**config.mk**
```make
export PLATFORM = sky130hd
export DESIGN_NAME = clock_distribution_seq
export DESIGN_NICKNAME = d
export VERILOG_FILES = /design/src/rtl/clock_distribution_seq.sv
export SDC_FILE = /design/constraint.sdc
export NUM_CORES = 1
export LEC_CHECK = 0
export CORE_ASPECT_RATIO = 0.5
export CORE_MARGIN = 1.5
export CORE_UTILIZATION = 50
export DETAILED_ROUTE_END_ITERATION = 7
export MAX_ROUTING_LAYER = met4
export PLACE_DENSITY = 0.78
export SYNTH_ARGS = -nofsm -noshare
export SYNTH_HDL_FRONTEND = slang
export SYNTH_SLANG_ARGS = --single-unit
```
**constraint.sdc**
```tcl
create_clock -name clkin_i -period 8.7 [get_ports clkin_i]
set_input_delay 2.61 -clock clkin_i [delete_from_list [all_inputs] [get_ports clkin_i]]
set_output_delay 2.61 -clock clkin_i [all_outputs]
set_load 0.005 [all_outputs]
```
**src/rtl/clock_distribution_seq.sv**
```systemverilog
// Staggered enable sequencer for the clock buffer array: one channel per slot on ramp-up,
// reverse order on ramp-down, plus a registered ATB monitor word.
module clock_distribution_seq #(
    parameter int unsigned N_THERM = 17,
    parameter int unsigned N_BIN   = 6,
    parameter int unsigned STAGGER = 4,
    parameter int unsigned MON_W   = 8
) (
    input  logic               clkin_i,
    input  logic               pdb_i,
    input  logic               en_req_i,
    input  logic [N_THERM-1:0] therm_mask_i,
    input  logic [N_BIN:0]     bin_mask_i,
    input  logic [1:0]         atb_ena_i,
    output logic [N_THERM-1:0] therm_en_o,
    output logic [N_BIN:0]     bin_en_o,
    output logic               ready_o,
    output logic               busy_o,
    output logic [MON_W-1:0]   atb_mon_o
);

    localparam int unsigned NCh  = N_THERM + N_BIN + 1;
    localparam int unsigned PtrW = $clog2(NCh + 1);
    localparam int unsigned CntW = $clog2(STAGGER + 1);

    localparam logic [PtrW-1:0] PtrLast = PtrW'(NCh - 1);
    localparam logic [PtrW-1:0] PtrOne  = PtrW'(1);
    localparam logic [CntW-1:0] CntLast = CntW'(STAGGER - 1);
    localparam logic [CntW-1:0] CntOne  = CntW'(1);

    typedef enum logic [1:0] {
        StOff      = 2'd0,
        StRampUp   = 2'd1,
        StOn       = 2'd2,
        StRampDown = 2'd3
    } state_e;

    state_e            state_q, state_d;
    logic [PtrW-1:0]   ptr_q, ptr_d;
    logic [CntW-1:0]   cnt_q, cnt_d;
    logic [NCh-1:0]    en_q, en_d;
    logic [NCh-1:0]    mask_q, mask_d;
    logic [MON_W-1:0]  atb_q, atb_d;

    logic              slot_done;

    assign slot_done = (cnt_q == CntLast);

    // Channel vector: thermometer slots first, then binary bits 0..N_BIN.
    always_comb begin
        state_d = state_q;
        ptr_d   = ptr_q;
        cnt_d   = cnt_q;
        en_d    = en_q;
        mask_d  = mask_q;

        unique case (state_q)
            StOff: begin
                if (en_req_i) begin
                    state_d = StRampUp;
                    mask_d  = {bin_mask_i, therm_mask_i};
                    ptr_d   = '0;
                    cnt_d   = '0;
                end
            end

            StRampUp: begin
                if (!en_req_i) begin
                    // Abort: unwind from the last slot actually written.
                    cnt_d = '0;
                    if (ptr_q == '0) begin
                        state_d = StOff;
                    end else begin
                        state_d = StRampDown;
                        ptr_d   = ptr_q - PtrOne;
                    end
                end else if (slot_done) begin
                    en_d[ptr_q] = mask_q[ptr_q];
                    ptr_d       = ptr_q + PtrOne;
                    cnt_d       = '0;
                    if (ptr_q == PtrLast) begin
                        state_d = StOn;
                    end
                end else begin
                    cnt_d = cnt_q + CntOne;
                end
            end

            StOn: begin
                if (!en_req_i) begin
                    state_d = StRampDown;
                    ptr_d   = PtrLast;
                    cnt_d   = '0;
                end
            end

            StRampDown: begin
                // A renewed request is ignored here; OFF picks it up once the ramp completes.
                if (slot_done) begin
                    en_d[ptr_q] = 1'b0;
                    cnt_d       = '0;
                    if (ptr_q == '0) begin
                        state_d = StOff;
                    end else begin
                        ptr_d = ptr_q - PtrOne;
                    end
                end else begin
                    cnt_d = cnt_q + CntOne;
                end
            end

            default: state_d = StOff;
        endcase
    end

    always_comb begin
        atb_d = '0;
        unique case (atb_ena_i)
            2'b00: atb_d = '0;
            2'b01: atb_d = MON_W'($countones(en_q[N_THERM-1:0]));
            2'b10: atb_d = MON_W'($countones(en_q[NCh-1:N_THERM]));
            2'b11: atb_d = MON_W'({ptr_q, state_q});
            default: atb_d = '0;
        endcase
    end

    always_ff @(posedge clkin_i or negedge pdb_i) begin
        if (!pdb_i) begin
            state_q <= StOff;
            ptr_q   <= '0;
            cnt_q   <= '0;
            en_q    <= '0;
            mask_q  <= '0;
            atb_q   <= '0;
        end else begin
            state_q <= state_d;
            ptr_q   <= ptr_d;
            cnt_q   <= cnt_d;
            en_q    <= en_d;
            mask_q  <= mask_d;
            atb_q   <= atb_d;
        end
    end

    assign therm_en_o = en_q[N_THERM-1:0];
    assign bin_en_o   = en_q[NCh-1:N_THERM];
    assign ready_o    = (state_q == StOn);
    assign busy_o     = (state_q == StRampUp) || (state_q == StRampDown);
    assign atb_mon_o  = atb_q;

endmodule

```
[Yosys cells after proc, flatten, opt, wreduce, memory -nomap -nowiden]
Cells that the tools add are included.
Widths: inputs -> output; s select.
Storage, ports and cells
  logic and storage cells: 93
  bits in registers: 66
  output and inout bits: 34
Operators by class
  bitwise operators: 2
  magnitude comparators: 2
  multiplexer cells: 31
  $add $sub $neg: 25
  reduce and logical (&&, ||, !) cells: 11
  eq/ne operators: 16
Operators with widths (count)
  $mux 24: 3
  $pmux 24 s2: 1
  $pmux 8 s4: 1
  $mux 5: 6
  $and 24x24->24: 1
  $bwmux 24: 1
  $not 24->24: 1
  $add 1x1->2: 11
  $pmux 5 s4: 1
  $mux 2: 8
  $add 2x2->3: 5
  $add 3x3->4: 3
  $mux 3: 4
  $ne 2x2->1 const B: 6
  $pmux 3 s4: 1
  $eq 2x2->1 const B: 4
  $pmux 2 s4: 1
  $reduce_and 4->1: 2
  $add 5x1->6: 1
  $lt 5x6->1 const B: 1
  $ne 3x3->1 const B: 2
  $reduce_and 6->1: 1
  $add 4x4->5: 1
  $add 5x1->5 const B: 1
  16 further kinds: 20

[Longest topological paths before layout]
  depth in word-level cells: 8
  gate-level depth with buffers: 13
  depth with buffers taken out: 13

[Worst setup path after synthesis]
No wires, ideal clock.
  path type: input port to flip-flop
  start point: input en_req_i
  end point: register mask_q[10]
  setup slack: 4.834 ns
  path buffers: 1
  required time: 8.575 ns
  data arrival time: 3.741 ns
  cell stages on the path: 4
  library setup time: 0.125 ns
  path through: inv_1 nor3_1 buf_2 mux2_2
Between the ends
  word-level cells in the longest chain between the ends: 1
RTL lines
  start, declared: RTL line 11  | input logic en_req_i,
  $reduce_and 2->1 (no line)
  end signal, assigned: RTL line 140  | mask_q <= mask_d;
  end, declared: RTL line 42  | logic [NCh-1:0] mask_q, mask_d;
No other way between the ends.
A chain may end at the register's enable or synchronous reset.

==> reports/qor.yml <==
die:
  dieArea_um2: 8170
  coreArea_um2: 7350
  initial_core_util_pct: 51.8
  ios: 63
  num_rows: 22
  die_h_um: 64.7
  die_x_um: 126
routing:
  viasPerCell: 5.84
  firstDrtPassIters: 5
  drtAntennaViolNets: 0
  drcViolationCount: 0
  vias: 3013
  drt_iter0_markers: 270
  wl_per_cell_um: 17.6
  wl_um: 9100
timing:
  final-hold-violation-count: 0
  timing.final.crit_share_pct: 52.9
  tns_ns: 0
  max_freq_mhz: 217
  drv_slew: 0
  min_period_ns: 4.60
  rsz0062_at_grt: "no"
  slew_headroom_pct: 32.9
  setup-violations-final: 0
  finClkSkew_ns: 0.00481
  timing_worst_slew_pin_value_ns: 0.993
synth:
  ys.flop_type: "dfrtp_1"
  yosys_warnings: 0
  ys_seq_area_share_pct: 42.7
  netlist-cell-type-count: 50
  synth_seq_cells: 65
  netlist_top_cells_count: "dfrtp_1 (65), mux2_2 (43), inv_1 (37), nor2_1 (30), o21ai_0 (27)"
  synthArstFlopShare_pct: 100
  synth_top_cells_by_area: "dfrtp_1 (43%), mux2_2 (13%), fa_1 (7.9%), inv_1 (3.7%), o21ai_0 (3.6%)"
  synth_top_area_share_pct: 42.7
  postSynthCellCount: 362
  synth-edff-count: 0
  synth_area_um2: 3800
  synth_area_per_cell_um2: 10.5
  yosysMostFrequentCell: "dfrtp_1"
  syn-num-nets: 416
  yosys.area.top_type: "dfrtp_1"
clock_tree:
  cts_buffers: 9
  root_buffer: "clkbuf_16"
  ctsResizeCount: 0
  clk_path_buf_depth: 2
  clk_pin_slew_ns: 0.05
  htreeDepth: 3
  cts_tree: "built"
  postCtsSetupRepairBufs: 0
  cts_sinks: 65
  cts-hold-fix-buffers: 0
  clock_latency_ns: 0.33
worst_setup_path:
  cp-end-kind: "primary output"
  critPathArrivalTime_ns: 1.99
  cp-start-kind: "flip-flop"
  r2r_slack_ns: 4.76
  worst_ep_required_time_ns: 6.09
  cp_top_family: "flip-flops"
  crit_type: "flip-flop to primary output"
  cp_num_buf_inv: 2
  cp_slowest_cell: "dfrtp_1"
  slowest_delay_ns: 0.87
  worstPathCellList: "nand2b_1 > inv_1 > clkdlybuf4s50_1"
  cp_max_fo: 24
finish:
  diodes: 0
  fin_nets: 469
  filler_cell_count: 568
  area_growth_pct: 25.2
  drive_above_1_share_pct: 16.0
power:
  p_total_mw: 1.05
  cellPowerDensity_nw_per_um2: 219
  vdd_drop_max_mv: 0.123
  power.leakage_nw: 2.03
status:
  status: "completed"
grt:
  grt_pass1_wl_um: 15200
  antenna_found_initial: 0
  grt_max_degree: 66
  grt_pass1_vias: 2986
  grtUsageTotal_pct: 25.3
  grt_overflow: 0
flow_run:
  drv_cap: 0
placement:
  gp_congestion: 0.887
  io_buffers: 61
  dp_hpwl_um: 6620
hold_path:
  hp-class: "flip-flop to flip-flop"
## cell families after synthesis
group	Yosys count	synth area share (%)
AO/OA/AOI/OAI	67	11.1
XOR/XNOR	4	0.921
adder cells (fa/ha/maj)	25	11.2
buffers and inverters	58	6.25
flip-flops	65	42.7
multiplexers	51	15.8
other	1	0.0986
AND/OR/NAND/NOR	91	11.8
## path summary, 6_finish.rpt
check / startpoint / to / cells past startpoint
setup / recovery: flip-flop / ready_o / 3
hold / removal: mask_q[16]$_DFFE_PN0P_ / mask_q[16]$_DFFE_PN0P_ / 1
max in group asynchronous: pdb_i / atb_mon_o[2]$_DFF_PN0_ / 2
min in group asynchronous: pdb_i / mask_q[7]$_DFFE_PN0P_ / 2
hold reg to reg: mask_q[16]$_DFFE_PN0P_ / mask_q[16]$_DFFE_PN0P_ / 1
setup reg to reg: en_q[0]$_DFFE_PN0P_ / atb_mon_o[1]$_DFF_PN0_ / 11
## final cells by class
class	instances	area [um2]	share of cell area, %
sequential	65	1630	34.1
multi-input combinational	239	1950	40.8
clock inverter	6	82.6	1.73
clock buffer	10	229	4.81
timing repair buffer	63	621	13.0
inverter	37	139	2.92
tap	96	120	2.52
## through the flow
stage / util (%) / hold WS [ns] / worst slack (ns) / instances / cell area (um2)
floorplan: - / 0.473 / 4.83 / 362 / 3800
finish: 64.8 / 0.499 / 4.10 / 516 / 4760
CTS: 64.8 / 0.508 / 4.12 / 516 / 4760
global placement: 60.6 / 0.485 / 4.09 / 500 / 4450
detailed placement: 60.6 / 0.494 / 3.94 / 500 / 4450
global route: 64.8 / 0.519 / 4.02 / 516 / 4760
## worst register-to-register path: stages, from the launching register on
cell and delay (ns):
dfrtp_1 0.36, inv_1 0.07, fa_1 0.58, fa_1 0.46, fa_1 0.53, fa_1 0.43
fa_1 0.38, inv_1 0.10, fa_1 0.44, mux2_2 0.27, nand2_1 0.07, o21ai_0 0.10
## registers in the layout (all words and copies together), names as in the netlist, named ones only
register and cells:
state_q 1, mask_q 24, en_q 24, cnt_q 3, atb_mon_o 7, ptr_q 5
## routing by layer
layer  routed length, um  GRT usage, %
met1                4280          34.2
met2                4050          37.8
met3                 685          6.61
met4                  84          7.90
met5                   0             -
## layout by cell type (no fill, tap or decap), types with 2 or more instances in the layout
cell             synthesis  routed
nor4_1                   2       2
clkdlybuf4s50_1          0      60
nand2_1                 20      20
o31ai_1                  3       3
clkinv_2                 0       3
nand4_1                  2       2
ha_1                    10      10
nand2b_1                 6       6
or3_1                    4       4
a311oi_1                 4       4
xnor2_1                  3       3
mux2_2                  43      43
a21oi_1                 13      13
nor2_1                  30      30
bufinv_16                0       2
mux4_2                   3       3
a31oi_1                  2       2
buf_4                    2       2
and3_1                   4       4
nor2b_1                  2       2
a221o_1                  3       3
o211ai_1                 2       2
nand3_1                  5       5
nand3b_1                 5       5
nor4b_1                  2       2
fa_1                    15      15
o21ai_0                 27      27
inv_1                   37      37
clkbuf_16                0       9
mux2i_1                  4       4
dfrtp_1                 65      65
nor3_1                   6       5
## where the power goes
group	internal [mW]	leakage (nW)	total, mW	switching (mW)
clock network	0.249	0.152	0.379	0.130
registers	0.336	0.845	0.413	0.0771
logic	0.129	1.03	0.253	0.125
total	0.713	2.03	1.05	0.332
Note: power is estimated with default switching activity, not from simulation.
